===== config.mk =====
export PLATFORM = sky130hd
export DESIGN_NAME = motor602_uart_cmd_rx
export DESIGN_NICKNAME = d
export VERILOG_FILES = /design/src/rtl/motor602_uart_cmd_rx_pkg.sv /design/src/rtl/motor602_uart_rx_core.sv /design/src/rtl/motor602_uart_cmd_rx.sv
export SDC_FILE = /design/constraint.sdc
export NUM_CORES = 1
export LEC_CHECK = 0
export ABC_AREA = 1
export CAP_MARGIN = 20
export CELL_PAD_IN_SITES_DETAIL_PLACEMENT = 1
export CELL_PAD_IN_SITES_GLOBAL_PLACEMENT = 1
export CORE_AREA = 4 4 59 101
export DETAILED_ROUTE_END_ITERATION = 10
export DIE_AREA = 0 0 63 105
export PLACE_DENSITY = 0.88
export SLEW_MARGIN = 40
export SYNTH_ARGS = -nofsm -noshare
export SYNTH_HDL_FRONTEND = slang
export SYNTH_SLANG_ARGS = --single-unit

===== constraint.sdc =====
create_clock -name clkI -period 1.9 [get_ports clkI]
set_clock_uncertainty 0.2 [all_clocks]
set_input_delay 0.285 -clock clkI [delete_from_list [all_inputs] [get_ports clkI]]
set_output_delay 0.285 -clock clkI [all_outputs]
set_load 0.1 [all_outputs]

===== src/rtl/motor602_uart_cmd_rx_pkg.sv =====
// Shared constants for the motor602 UART command receiver: command bytes, FSM encodings, default clocking.
// Latency: n/a (constants only).
// Backpressure: n/a. Optional MOTOR602_UART_PARITY_EN adds the PARITY state encoding.
package motor602_uart_cmd_rx_pkg;

    // Default board clock and link rate
    localparam int CLK_HZ_DEF = 50_000_000;
    localparam int BAUD_DEF   = 115_200;

    // Single-character host commands (case sensitive)
    localparam logic [7:0] CMD_START   = 8'h53;  // 'S'
    localparam logic [7:0] CMD_STOP    = 8'h58;  // 'X'
    localparam logic [7:0] CMD_INV     = 8'h52;  // 'R'
    localparam logic [7:0] CMD_SPD_INC = 8'h2B;  // '+'
    localparam logic [7:0] CMD_SPD_DEC = 8'h2D;  // '-'
    localparam logic [7:0] CMD_PWR_INC = 8'h50;  // 'P'
    localparam logic [7:0] CMD_PWR_DEC = 8'h70;  // 'p'

    // Receiver FSM encodings
    localparam logic [2:0] ST_IDLE   = 3'd0;
    localparam logic [2:0] ST_START  = 3'd1;
    localparam logic [2:0] ST_DATA   = 3'd2;
    localparam logic [2:0] ST_STOP   = 3'd3;
    localparam logic [2:0] ST_BREAK  = 3'd4;
`ifdef MOTOR602_UART_PARITY_EN
    localparam logic [2:0] ST_PARITY = 3'd5;
`endif

endpackage


===== src/rtl/motor602_uart_rx_core.sv =====
// UART byte receiver (8N1, or 8E1 with MOTOR602_UART_PARITY_EN): 2-flop synchroniser, framing FSM, byte/status pulses.
// Latency: rxValidO/frameErrO/parityErrO rise the cycle after the stop-bit sample edge; byteLoadO is the same-cycle strobe.
// Backpressure: none; the line cannot be stalled, so every byte is presented exactly once.
module motor602_uart_rx_core
    import motor602_uart_cmd_rx_pkg::*;
#(
    parameter int CLKS_PER_BIT = 434
)(
    input  logic       clkI,
    input  logic       rstI,
    input  logic       uRxI,
    output logic [7:0] rxByteO,
    output logic       rxValidO,
    output logic       frameErrO,
`ifdef MOTOR602_UART_PARITY_EN
    output logic       parityErrO,
`endif
    output logic [7:0] byteNextO,
    output logic       byteLoadO
);

    // Counter also times the post-reset idle qualification, which is two bit times long
    localparam int CNT_W = $clog2(2 * CLKS_PER_BIT);
    localparam logic [CNT_W-1:0] BIT_LAST = CNT_W'(CLKS_PER_BIT - 1);
    localparam logic [CNT_W-1:0] HALF     = CNT_W'(CLKS_PER_BIT / 2);
    localparam logic [CNT_W-1:0] ARM_LAST = CNT_W'(2 * CLKS_PER_BIT - 1);

    logic             rxMeta;
    logic             rxS;
    logic [2:0]       state;
    logic [CNT_W-1:0] cnt;
    logic [2:0]       bitIdx;
    logic [7:0]       shiftReg;
    logic             armed;
    logic             bitDone;
    logic             parityOk;

`ifdef MOTOR602_UART_PARITY_EN
    logic parityBit;
    assign parityOk = ~^{shiftReg, parityBit};
`else
    assign parityOk = 1'b1;
`endif

    assign bitDone   = (cnt == BIT_LAST);
    assign byteNextO = shiftReg;
    assign byteLoadO = (state == ST_STOP) && bitDone && rxS && parityOk;

    // Two-flop synchroniser; preset high so reset looks like an idle line
    always_ff @(posedge clkI or posedge rstI) begin
        if (rstI) begin
            rxMeta <= 1'b1;
            rxS    <= 1'b1;
        end else begin
            rxMeta <= uRxI;
            rxS    <= rxMeta;
        end
    end

    // Framing FSM; after reset, start bits are only accepted once the line has idled high
    // for two bit times, so the tail of an interrupted frame cannot be mistaken for a new one
    always_ff @(posedge clkI or posedge rstI) begin
        if (rstI) begin
            state     <= ST_IDLE;
            cnt       <= '0;
            bitIdx    <= '0;
            shiftReg  <= '0;
            armed     <= 1'b0;
            rxByteO   <= '0;
            rxValidO  <= 1'b0;
            frameErrO <= 1'b0;
`ifdef MOTOR602_UART_PARITY_EN
            parityBit  <= 1'b0;
            parityErrO <= 1'b0;
`endif
        end else begin
            rxValidO  <= 1'b0;
            frameErrO <= 1'b0;
`ifdef MOTOR602_UART_PARITY_EN
            parityErrO <= 1'b0;
`endif
            case (state)
                ST_IDLE: begin
                    if (!armed) begin
                        if (!rxS) begin
                            cnt <= '0;
                        end else if (cnt == ARM_LAST) begin
                            armed <= 1'b1;
                            cnt   <= '0;
                        end else begin
                            cnt <= cnt + CNT_W'(1);
                        end
                    end else if (!rxS) begin
                        // IDLE is only entered with the line high, so low here is a falling edge
                        state <= ST_START;
                        cnt   <= '0;
                    end
                end
                ST_START: begin
                    if (cnt == HALF) begin
                        cnt    <= '0;
                        bitIdx <= '0;
                        state  <= rxS ? ST_IDLE : ST_DATA;
                    end else begin
                        cnt <= cnt + CNT_W'(1);
                    end
                end
                ST_DATA: begin
                    if (bitDone) begin
                        cnt      <= '0;
                        shiftReg <= {rxS, shiftReg[7:1]};
                        bitIdx   <= bitIdx + 3'd1;
                        if (bitIdx == 3'd7) begin
`ifdef MOTOR602_UART_PARITY_EN
                            state <= ST_PARITY;
`else
                            state <= ST_STOP;
`endif
                        end
                    end else begin
                        cnt <= cnt + CNT_W'(1);
                    end
                end
`ifdef MOTOR602_UART_PARITY_EN
                ST_PARITY: begin
                    if (bitDone) begin
                        cnt       <= '0;
                        parityBit <= rxS;
                        state     <= ST_STOP;
                    end else begin
                        cnt <= cnt + CNT_W'(1);
                    end
                end
`endif
                ST_STOP: begin
                    if (bitDone) begin
                        cnt <= '0;
                        if (!rxS) begin
                            // Framing error wins over any parity result
                            frameErrO <= 1'b1;
                            state     <= ST_BREAK;
                        end else begin
                            state <= ST_IDLE;
                            if (parityOk) begin
                                rxByteO  <= shiftReg;
                                rxValidO <= 1'b1;
                            end
`ifdef MOTOR602_UART_PARITY_EN
                            else begin
                                parityErrO <= 1'b1;
                            end
`endif
                        end
                    end else begin
                        cnt <= cnt + CNT_W'(1);
                    end
                end
                ST_BREAK: begin
                    // Hold off until the line has been continuously high for a full bit
                    if (!rxS) begin
                        cnt <= '0;
                    end else if (bitDone) begin
                        cnt   <= '0;
                        state <= ST_IDLE;
                    end else begin
                        cnt <= cnt + CNT_W'(1);
                    end
                end
                default: begin
                    state <= ST_IDLE;
                    cnt   <= '0;
                end
            endcase
        end
    end

endmodule


===== src/rtl/motor602_uart_cmd_rx.sv =====
// Host command receiver: UART bytes decoded into motor push-button pulses and the rotation-invert level.
// Latency: command pulses and the invert toggle land in the same cycle as rxValidO (cycle after stop-bit sample).
// Backpressure: none; each decoded command is a single-cycle pulse. Optional MOTOR602_UART_PARITY_EN selects 8E1 + parityErrO.
module motor602_uart_cmd_rx
    import motor602_uart_cmd_rx_pkg::*;
#(
    parameter int CLK_HZ       = CLK_HZ_DEF,
    parameter int BAUD         = BAUD_DEF,
    parameter int CLKS_PER_BIT = CLK_HZ / BAUD  // must be >= 4
)(
    input  logic       clkI,
    input  logic       rstI,
    input  logic       uRxI,
    output logic [7:0] rxByteO,
    output logic       rxValidO,
    output logic       frameErrO,
`ifdef MOTOR602_UART_PARITY_EN
    output logic       parityErrO,
`endif
    output logic       m3startO,
    output logic       m3forceStopO,
    output logic       m3invRotateO,
    output logic       m3speedINCo,
    output logic       m3speedDECo,
    output logic       m3powerINCo,
    output logic       m3powerDECo
);

    logic [7:0] byteNext;
    logic       byteLoad;

    motor602_uart_rx_core #(
        .CLKS_PER_BIT (CLKS_PER_BIT)
    ) uCore (
        .clkI       (clkI),
        .rstI       (rstI),
        .uRxI       (uRxI),
        .rxByteO    (rxByteO),
        .rxValidO   (rxValidO),
        .frameErrO  (frameErrO),
`ifdef MOTOR602_UART_PARITY_EN
        .parityErrO (parityErrO),
`endif
        .byteNextO  (byteNext),
        .byteLoadO  (byteLoad)
    );

    // Registered command decode off the core's load strobe, so pulses align with rxValidO
    always_ff @(posedge clkI or posedge rstI) begin
        if (rstI) begin
            m3startO     <= 1'b0;
            m3forceStopO <= 1'b0;
            m3invRotateO <= 1'b0;
            m3speedINCo  <= 1'b0;
            m3speedDECo  <= 1'b0;
            m3powerINCo  <= 1'b0;
            m3powerDECo  <= 1'b0;
        end else begin
            m3startO     <= 1'b0;
            m3forceStopO <= 1'b0;
            m3speedINCo  <= 1'b0;
            m3speedDECo  <= 1'b0;
            m3powerINCo  <= 1'b0;
            m3powerDECo  <= 1'b0;
            if (byteLoad) begin
                case (byteNext)
                    CMD_START:   m3startO     <= 1'b1;
                    CMD_STOP:    m3forceStopO <= 1'b1;
                    CMD_INV:     m3invRotateO <= ~m3invRotateO;
                    CMD_SPD_INC: m3speedINCo  <= 1'b1;
                    CMD_SPD_DEC: m3speedDECo  <= 1'b1;
                    CMD_PWR_INC: m3powerINCo  <= 1'b1;
                    CMD_PWR_DEC: m3powerDECo  <= 1'b1;
                    default:     ;  // unknown byte: rxValidO only
                endcase
            end
        end
    end

endmodule


==> summary.md, run 1 <==
| Metric | Value |
|---|---|
| Clock slew at reported path FFs | `roughly 80 ps` |
| Clock tree sinks | `44` |
| Switching share of total power | `21.17%` |
| CP Capture Type | `flop` |
| Maximum root-to-sink buffer count | `2` |
| GRT Total Usage | `18.20%` |
| Commonest non-fill, non-tap cell in the layout | `nand2_1` |
| Synth unique cells | `32` |
| Cells after DPL | `between 300 and 400` |
| Max frequency | `0.5588 GHz` |
| Final hold vios | `0` |
| Synth warn | `0` |
| Net Switching | `365.9 uW` |
| Final period util | `94.18%` |
| Leak | `0.001291 uW` |
| Row count | `35` |
| DR DRC count | `0` |
| Clock root cell | `clkbuf_8` |
| Wire length per cell | `between 15 and 20 um` |
| Cts hold-fix bufs | `0` |
| Largest fanout on the critical path | `6` |
| # port buffers | `19` |
| Final instance count without filler cells | `approximately 330` |
| Core area | `0.005211 sq mm` |
| Mean post-synth cell area | `~8.8 sq um` |
| Synthesis-to-layout area growth | `28.88%` |
| Internal power | `1362 uW` |
| Status | `finished, final reports clean` |
| RSZ-0062 raised after global routing | `yes` |
| Vias per cell | `about 5.4` |
| Num CTS Buffers | `5` |
| Yosys reg bits | `44` |
| Filler Cell Count | `585` |
| Rel. slew slack | `73.92%` |
| Full die area | `roughly 0.0066 sq mm` |
| Die extent in y | `105 um` |
| CTS tree | `yes` |
| Most frequent cells in the layout | `61 x nand2_1, 40 x dfrtp_1, 26 x nor2_1, 24 x inv_1, 19 x buf_12` |
| Crit path kind | `reg2reg` |
| Final setup vio count | `0` |
| Top Ports | `20` |
| Clock share of power | `40.7%` |
| CP arrival | `1780 ps` |
| Pwr/cell area | `617.8 mW/mm^2` |
| Tmin final | `1789 ps` |
| HPWL Detailed | `4164 um` |
| Clk_lat worst skew | `300 ps` |
| DR iter-0 viols | `around 50` |
| Post-synthesis cell count | `247` |
| Final core occ | `a little over half` |
| Pre-CTS WS | `62.90 ps` |
| Measured slew at the worst slew-check pin | `between 300 and 400 ps` |
| Largest net degree at the start of global routing | `45` |
| Pins Over Slew Limit | `0` |
| First-pass GRT wire length | `about 9500 um` |
| Post-Syn Nets | `approximately 250` |
| Drt first pass iters | `6` |
| Syn Std Cell Area | `0.002171 sq mm` |
| Via count | `1814` |
| Fin Hold WS | `126.9 ps` |
| CP Launch Type | `flop` |
| Hold Crit Class | `in2async` |
| Peak VDD IR | `607.0 uV` |
| Post-Route WL | `5653 um` |
| Sequential share of power | `55.5%` |
| Layout Nets | `284` |
| Initial antenna violation count | `0` |
| MaxCap Viol Count | `0` |
| Die W | `63 um` |
| DRT antenna net count | `0` |
| Worst Setup Slack, final | `roughly 110 ps` |
| Layout cells sized above 1 | `roughly a quarter` |
| GPL Wtd Cong | `~0.86` |
| Power share of the combinational group | `3.8%` |
| Seq/Total Area, Yosys | `50.84%` |
| GRT overflow | `0` |
| H-Tree Depth | `2` |
| Antenna Cells | `0` |
| Initial Util | `41.66%` |
| CP required | `around 1900 ps` |
| Vias in the first global route | `1994` |
-- registers in the layout (all words and copies together), names as in the netlist, 3 cells and up --
name and flops:
uCore.rxByteO 8, uCore.cnt 10, uCore.byteNextO 8, uCore.state 3, uCore.bitIdx 3
-- synthesized netlist by cell type --
master,number,share of area (%)
a21oi_1,1,0.23
buf_2,2,0.46
buf_4,1,0.35
buf_6,1,0.52
clkinv_2,1,0.23
dfrtp_1,42,48
dfstp_2,2,2.4
ha_1,4,2.3
inv_1,26,4.5
inv_2,4,0.69
nand2_1,61,11
nand2_2,4,1.2
nand2_4,1,0.52
nand3_1,13,3.0
nand3_2,1,0.46
nand3b_1,2,0.69
nand4_1,7,2.0
nand4_2,1,0.58
nor2_1,27,4.7
nor2_4,3,1.6
nor2_8,1,0.92
nor3_1,9,2.1
nor3_2,3,1.4
nor3_4,1,0.75
nor4_4,1,0.98
o21a_1,1,0.35
o21ai_0,14,3.2
o21ai_2,5,2.0
o21bai_1,1,0.35
o31ai_1,1,0.35
or2_2,1,0.29
xor2_1,5,2.0
-- worst paths after layout --
check	start	end	slack, ps	depth (start not counted)
max in group asynchronous	rstI	uCore.rxS	1090	3
min in group clkI	uCore.rxMeta	uCore.rxS	160	0
worst min-delay path	rstI	m3forceStopO	130	3
worst max-delay path	uCore.cnt[0]	uCore.cnt[6]	110	8
worst min register to register	uCore.rxMeta	uCore.rxS	160	0
worst max register to register	uCore.cnt[0]	uCore.cnt[6]	110	8
-- per-stage QoR --
step / cell area [sq um] / total power [uW] / setup TNS, ps
after floorplan: 2171 / 1011 / 0
after global placement: 2626 / 1030 / 0
after detailed placement: 2626 / 1032 / 0
after CTS: 2734 / 1732 / 0
after global routing: 2798 / 1792 / -3.285
final: 2798 / 1728 / 0
-- cells by family after synthesis --
kind of cell | share of synthesized area, %
AO/OA/AOI/OAI | 6.513
XOR/XNOR | 2.017
adder cells (fa/ha/maj) | 2.306
buffers and inverters | 6.743
flip-flops | 50.84
AND/OR/NAND/NOR | 31.58
-- power by group through the flow --
stage          sequential, uW  clock (uW)  combinational (uW)
4_1_cts                   957         719                56.8
6_report                  959         703                66.4
5_1_grt                   960         756                76.2
3_3_place_gp              974           0                55.1
3_5_place_dp              975           0                56.5
2_1_floorplan             968           0                43.0
-- per-layer routing --
layer  track usage, %  part of all wire, %  vias to the layer above
met4            9.637                  3.4                        0
met1            19.11                   35                      911
met5                0                    0                        -
li1                 -                    -                      850
met3            1.613                  1.9                       16
met2            34.62                   59                       37
-- final cells by class --
class,instances,area (sq um),share of cell area (%)
clock buffers,6,72.57,2.594
clock inverters,2,35.03,1.252
inverters,31,120.1,4.293
multi-input cells,169,957.2,34.21
flip-flops and latches,44,1106,39.53
well taps,55,68.82,2.460
repair buffers,26,437.9,15.65
-- critical path, stage by stage, from the launching register on --
cell and delay, ps:
dfrtp_2 440, ha_2 230, nand2_1 70, nor2_1 80, nand4_1 110, nand2_1 150
nand3_4 120, nor2_4 190, nor2_1 80
-- timing repair --
item | in CTS | in global routing
endpoints found under the hold margin | 0 | 0
endpoints found under the setup margin | 0 | 16
setup buffers | 0 | 3
resized for setup | 0 | 11
Note: power is estimated with default switching activity, not from simulation.
==> run 2: changes to the inputs <==
- CORE_AREA: 4 4 59 101 -> 4 4 69 87
- DIE_AREA: 0 0 63 105 -> 0 0 73 91
- PLACE_DENSITY: 0.88 -> 0.87
- SETUP_SLACK_MARGIN: default -> 0.02
==> summary.md, run 2 (synthesized netlist as in run 1, its figures left out) <==
| Metric | Value |
|---|---|
| Leak | `0.001309 uW (was 0.001291 uW)` |
| Top Ports | `20 (unchanged)` |
| Commonest non-fill, non-tap cell in the layout | `nand2_1 (unchanged)` |
| Final setup vio count | `2 (was 0)` |
| Die W | `73 um (was 63 um)` |
| Layout cells sized above 1 | `27.66% (was 24.10%)` |
| RSZ-0062 raised after global routing | `yes (unchanged)` |
| Clock slew at reported path FFs | `90 ps (was 80 ps)` |
| Drt first pass iters | `4 (was 6)` |
| Die extent in y | `91 um (was 105 um)` |
| Crit path kind | `reg2reg (unchanged)` |
| Initial antenna violation count | `0 (unchanged)` |
| Num CTS Buffers | `5 (unchanged)` |
| Final instance count without filler cells | `344 (was 333)` |
| Post-Route WL | `6034 um (was 5653 um)` |
| Most frequent cells in the layout | `60 x nand2_1, 40 x dfrtp_1, 25 x inv_1, 25 x nor2_1, 19 x buf_12 (was 61 x nand2_1, 40 x dfrtp_1, 26 x nor2_1, 24 x inv_1, 19 x buf_12)` |
| Rel. slew slack | `62.18% (was 73.92%)` |
| Power, Total | `1637 uW (was 1728 uW)` |
| Largest fanout on the critical path | `7 (was 6)` |
| Core area | `0.005116 sq mm (was 0.005211 sq mm)` |
| Startpoint of the worst register-to-register path | `uCore.cnt[1] (was uCore.cnt[0])` |
| Cts hold-fix bufs | `0 (unchanged)` |
| Tmin final | `1928 ps (was 1789 ps)` |
| Max incr delay on CP | `440 ps (about the same)` |
| WP buf/inv | `2 (was 0)` |
| Clk_lat worst skew | `310 ps (was 300 ps)` |
| GRT Total Usage | `18.00% (was 18.20%)` |
| Final period util | `101.5% (was 94.18%)` |
| Worst Setup Slack, final | `-28.20 ps (was 110.6 ps)` |
| Maximum root-to-sink buffer count | `2 (unchanged)` |
| CP arrival | `1970 ps (was 1780 ps)` |
| Synthesis-to-layout area growth | `31.99% (was 28.88%)` |
| Pwr/cell area | `571.4 mW/mm^2 (was 617.8 mW/mm^2)` |
| GPL Wtd Cong | `0.8206 (was 0.8590)` |
| Final core occ | `56.00% (was 53.69%)` |
| Max frequency | `0.5186 GHz (was 0.5588 GHz)` |
| Via count | `1825 (was 1814)` |
| Pre-CTS WS | `63.14 ps (was 62.90 ps)` |
| Final hold vios | `0 (unchanged)` |
| CP Launch Point | `uCore.cnt[1] (was uCore.cnt[0])` |
| Worst path slowest cell | `dfrtp_1 (was dfrtp_2)` |
| Layout Nets | `288 (was 284)` |
| Clock tree sinks | `44 (unchanged)` |
| Violated checks | `setup timing` |
| Vias per cell | `5.305 (was 5.447)` |
| Measured slew at the worst slew-check pin | `563.8 ps (was 388.2 ps)` |
| Hold Crit Class | `in2async (unchanged)` |
| Cell repeated most along the worst path | `nor2_4` |
| Clock root cell | `clkbuf_8 (unchanged)` |
| Wire length per cell | `17.54 um (was 16.98 um)` |
| Worst reg2reg path depth | `9 (was 8)` |
| # port buffers | `19 (unchanged)` |
| Most flops, register | `uCore.cnt (unchanged)` |
| Vias in the first global route | `1933 (was 1994)` |
| HPWL Detailed | `4100 um (was 4164 um)` |
| CP Capture Type | `flop (unchanged)` |
| DR iter-0 viols | `63 (was 49)` |
| Filler Cell Count | `582 (was 585)` |
| MaxCap Viol Count | `0 (unchanged)` |
| CP required | `1940 ps (was 1890 ps)` |
| H-Tree Depth | `2 (unchanged)` |
| Levels on crit path | `9 (was 8)` |
| Cells after DPL | `329 (was 321)` |
| Critical path's top delay family | `simple AND/OR/NAND/NOR gates (unchanged)` |
| First-pass GRT wire length | `9404 um (was 9515 um)` |
| DR DRC count | `0 (unchanged)` |
| Max reg flops | `10 (unchanged)` |
| Full die area | `0.006643 sq mm (was 0.006615 sq mm)` |
| GRT overflow | `0 (unchanged)` |
| R2r setup slk | `-30 ps (was 110 ps)` |
| Pins Over Slew Limit | `0 (unchanged)` |
| Critical path cell sequence | `inv_1 -> ha_2 -> nand2_2 -> nor2_4 -> nand2_4 -> nor2_4 -> clkbuf_16 -> nand2_1 -> o21ai_1 (was ha_2 -> nand2_1 -> nor2_1 -> nand4_1 -> nand2_1 -> nand3_4 -> nor2_4 -> nor2_1)` |
| DRT antenna net count | `0 (unchanged)` |
| Initial Util | `42.43% (was 41.66%)` |
| CTS tree | `yes (unchanged)` |
| Row count | `29 (was 35)` |
| Largest net degree at the start of global routing | `16 (was 45)` |
| Status | `finished with violations (was finished, final reports clean)` |
| Peak VDD IR | `349.3 uV (was 607.0 uV)` |
| CP Launch Type | `flop (unchanged)` |
| Antenna Cells | `0 (unchanged)` |
==> run 2: metrics by stage <==
| step | hold slack [ps] | setup TNS, ps | cell area [sq um] |
|---|---|---|---|
| global route | 87.26 | -1993 | 2865 |
| global placement | 145.5 | 0 | 2643 |
| detailed placement | 147.2 | 0 | 2643 |
| floorplan | 89.48 | 0 | 2171 |
| finish | 66.77 | -33.40 | 2865 |
| CTS | 73.87 | 0 | 2735 |
==> run 2: routing by layer <==
layer / vias to the layer above / track usage (%) / wire (um)
li1: 858 / - / -
met5: - / 0 / 0
met3: 18 / 3.315 / 179
met4: 0 / 6.615 / 199
met2: 35 / 31.64 / 3295
met1: 914 / 21.28 / 2360
==> run 2: report_power, final <==
part	switching, uW	internal [uW]	total [uW]
Sequential	13.9	945	959
Clock	345	260	605
Combinational	42.1	30.9	73.0
==> run 2: area by class of cell <==
cell class              count  area [sq um]  area share, %
clock buffers               5         68.82          2.402
repair buffers             30         485.5          16.94
clock inverters             3         23.77         0.8297
well taps                  62         77.57          2.707
flip-flops and latches     44          1106          38.60
inverters                  31         122.6          4.279
multi-input cells         169         980.9          34.24
==> run 2: final timing paths <==
| check | end |
|---|---|
| worst max-delay path | uCore.byteNextO[1] |
| worst min-delay path | uCore.byteNextO[5] |
| worst max register to register | uCore.byteNextO[1] |
| worst min register to register | uCore.rxS |
| max in group asynchronous | uCore.rxS |
| min in group clkI | uCore.rxS |
==> run 2: what timing repair did <==
| action | CTS | global route |
|---|---|---|
| resized for setup | 0 | 25 |
| buffers inserted | 0 | 5 |
| setup endpoints to repair | 0 | 19 |
==> run 2: worst reg2reg max path, stage by stage, from the launching register on <==
cell,delay [ps]
dfrtp_1,440
inv_1,90
ha_2,190
nand2_2,90
nor2_4,110
nand2_4,110
nor2_4,270
clkbuf_16,210
nand2_1,60
o21ai_1,80
==> run 3: changes to the inputs <==
--- a/config.mk
+++ b/config.mk
@@ -11,6 +11,8 @@
 export CELL_PAD_IN_SITES_GLOBAL_PLACEMENT = 1
-export CORE_AREA = 4 4 69 87
+export CORE_AREA = 4 4 68 85
+export CTS_BUF_LIST = sky130_fd_sc_hd__clkbuf_2 sky130_fd_sc_hd__clkbuf_4 sky130_fd_sc_hd__clkbuf_8
 export DETAILED_ROUTE_END_ITERATION = 10
-export DIE_AREA = 0 0 73 91
-export PLACE_DENSITY = 0.87
+export DIE_AREA = 0 0 72 89
+export MAX_ROUTING_LAYER = met4
+export PLACE_DENSITY = 0.9
 export SETUP_SLACK_MARGIN = 0.02
--- a/constraint.sdc
+++ b/constraint.sdc
@@ -4,2 +4,2 @@
 set_output_delay 0.285 -clock clkI [all_outputs]
-set_load 0.1 [all_outputs]
+set_load 0.005 [all_outputs]
==> summary.md, run 3 (synthesized netlist as in run 1, its figures left out) <==
| Metric | Value |
|---|---|
| Die W | `72 um (was 73 um)` |
| DR iter-0 viols | `80 (was 63)` |
| Worst reg2reg path depth | `10 (was 9)` |
| Num CTS Buffers | `5 (unchanged)` |
| CP Launch Type | `flop (unchanged)` |
| Vias per cell | `5.140 (was 5.305)` |
| Pre-CTS WS | `58.79 ps (was 63.14 ps)` |
| Power, Total | `1627 uW (was 1637 uW)` |
| DRT antenna net count | `0 (unchanged)` |
| Clock root cell | `clkbuf_8 (unchanged)` |
| Cell repeated most along the worst path | `nand2_1 (was nor2_4)` |
| Core area | `0.005007 sq mm (was 0.005116 sq mm)` |
| Crit path kind | `reg2reg (unchanged)` |
| Top Ports | `20 (unchanged)` |
| Critical path cell sequence | `inv_1 -> ha_2 -> nand2_1 -> nor2_1 -> nand3_1 -> nand2_2 -> buf_4 -> nand3_2 -> nand2_1 -> nand2_1 (was inv_1 -> ha_2 -> nand2_2 -> nor2_4 -> nand2_4 -> nor2_4 -> clkbuf_16 -> nand2_1 -> o21ai_1)` |
| Tmin final | `1812 ps (was 1928 ps)` |
| Setup TNS | `0 ps (was -33.40 ps)` |
| Worst path slowest cell | `dfrtp_1 (unchanged)` |
| Largest fanout on the critical path | `5 (was 7)` |
| Clk_lat worst skew | `300 ps (was 310 ps)` |
| Row count | `29 (unchanged)` |
| Vias in the first global route | `1879 (was 1933)` |
| Clock slew at reported path FFs | `80 ps (was 90 ps)` |
| Wire length per cell | `15.44 um (was 17.54 um)` |
| Leak | `0.001218 uW (was 0.001309 uW)` |
| CP Capture Type | `flop (unchanged)` |
| Final setup vio count | `0 (was 2)` |
| Layout Nets | `286 (was 288)` |
| Hold Crit Class | `in2async (unchanged)` |
| Final period util | `95.35% (was 101.5%)` |
| Pwr/cell area | `619.7 mW/mm^2 (was 571.4 mW/mm^2)` |
| Via count | `1758 (was 1825)` |
| First-pass GRT wire length | `8887 um (was 9404 um)` |
| Rel. slew slack | `78.93% (was 62.18%)` |
| Worst Setup Slack, final | `88.29 ps (was -28.20 ps)` |
| GRT overflow | `0 (unchanged)` |
| Initial antenna violation count | `0 (unchanged)` |
| Most frequent cells in the layout | `61 x nand2_1, 42 x dfrtp_1, 27 x nor2_1, 25 x inv_1, 19 x clkdlybuf4s50_1 (was 60 x nand2_1, 40 x dfrtp_1, 25 x inv_1, 25 x nor2_1, 19 x buf_12)` |
| Final hold vios | `0 (unchanged)` |
| GPL Wtd Cong | `0.8804 (was 0.8206)` |
| Drt first pass iters | `4 (unchanged)` |
| Initial Util | `43.35% (was 42.43%)` |
| DR DRC count | `0 (unchanged)` |
| Commonest non-fill, non-tap cell in the layout | `nand2_1 (unchanged)` |
| CP arrival | `1800 ps (was 1970 ps)` |
| Full die area | `0.006408 sq mm (was 0.006643 sq mm)` |
| Status | `finished, final reports clean (was finished with violations)` |
| MaxCap Viol Count | `0 (unchanged)` |
| HPWL Detailed | `3798 um (was 4100 um)` |
| Peak VDD IR | `538.8 uV (was 349.3 uV)` |
| H-Tree Depth | `2 (unchanged)` |
| CTS tree | `yes (unchanged)` |
| GRT Total Usage | `18.62% (was 18.00%)` |
| Most flops, register | `uCore.cnt (unchanged)` |
| Die extent in y | `89 um (was 91 um)` |
| # port buffers | `19 (unchanged)` |
| CP required | `1890 ps (was 1940 ps)` |
| RSZ-0062 raised after global routing | `yes (unchanged)` |
| Max incr delay on CP | `430 ps (was 440 ps)` |
| Antenna Cells | `0 (unchanged)` |
| Max frequency | `0.5520 GHz (was 0.5186 GHz)` |
| Maximum root-to-sink buffer count | `2 (unchanged)` |
| Clock tree sinks | `44 (unchanged)` |
| Measured slew at the worst slew-check pin | `313.7 ps (was 563.8 ps)` |
| Pins Over Slew Limit | `0 (unchanged)` |
| Post-Route WL | `5279 um (was 6034 um)` |
| Synthesis-to-layout area growth | `20.98% (was 31.99%)` |
| Max reg flops | `10 (unchanged)` |
| Largest net degree at the start of global routing | `45 (was 16)` |
| Layout cells sized above 1 | `17.86% (was 27.66%)` |
-- run 3: changes by cell type in the layout (fill, tap and decap cells not counted), sizes merged --
cell           change
clkbuf             +1
buf               -18
clkdlybuf4s50     +17
clkinvlp           -2
-- run 3: layout make-up --
cell class,count,area (sq um)
fillers,582,2381
clock inverters,1,8.758
multi-input cells,169,947.2
clock buffers,7,83.83
flip-flops and latches,44,1104
repair buffers,28,282.8
well taps,62,77.57
inverters,31,122.6
-- run 3: report_power, final --
group	leakage, uW	total (uW)	switching [uW]	internal (uW)
logic	0.000563	60.4	37.0	23.4
registers	0.000606	957	12.3	945
clock network	0.0000493	610	319	291
total	0.00122	1630	368	1260
-- run 3: final timing paths --
kind,start,to,slack (ps)
max in group asynchronous,rstI,uCore.rxS,1110
worst min register to register,uCore.rxMeta,uCore.rxS,160
min in group clkI,uCore.rxMeta,uCore.rxS,160
worst max register to register,uCore.cnt[1],uCore.state[1],90
worst min-delay path,rstI,uCore.rxValidO,120
worst max-delay path,uCore.cnt[1],uCore.state[1],90
-- run 3: through the flow --
stage | utilization, % | hold WS [ps] | instances | instance area (sq um)
2_1_floorplan | - | 89.48 | 247 | 2171
3_3_place_gp | 49.53 | 146.1 | 330 | 2480
3_5_place_dp | 49.53 | 147.9 | 330 | 2480
4_1_cts | 51.37 | 132.4 | 338 | 2572
5_1_grt | 52.45 | 142.1 | 342 | 2626
6_report | 52.45 | 120.4 | 342 | 2626
-- run 3: critical path: cells and delay by family, from the launching register on --
family | cells | cell delay (ps)
buffers and inverters | 2 | 220
adder cells (fa/ha/maj) | 1 | 180
flip-flops | 1 | 430
AND/OR/NAND/NOR | 7 | 670
-- run 3: timing repair --
| action | CTS | global route |
|---|---|---|
| buffers inserted | 0 | 3 |
| hold buffers | 0 | 0 |
| setup endpoints to repair | 0 | 17 |
| resized for setup | 0 | 9 |
-- run 3: per-layer routing --
layer	track usage (%)	part of all wire, %	wire length, um
met4	7.179	2.5	132
met3	3.487	3.1	162
met1	19.84	38	2013
met2	34.03	56	2970
met5	-	0	0
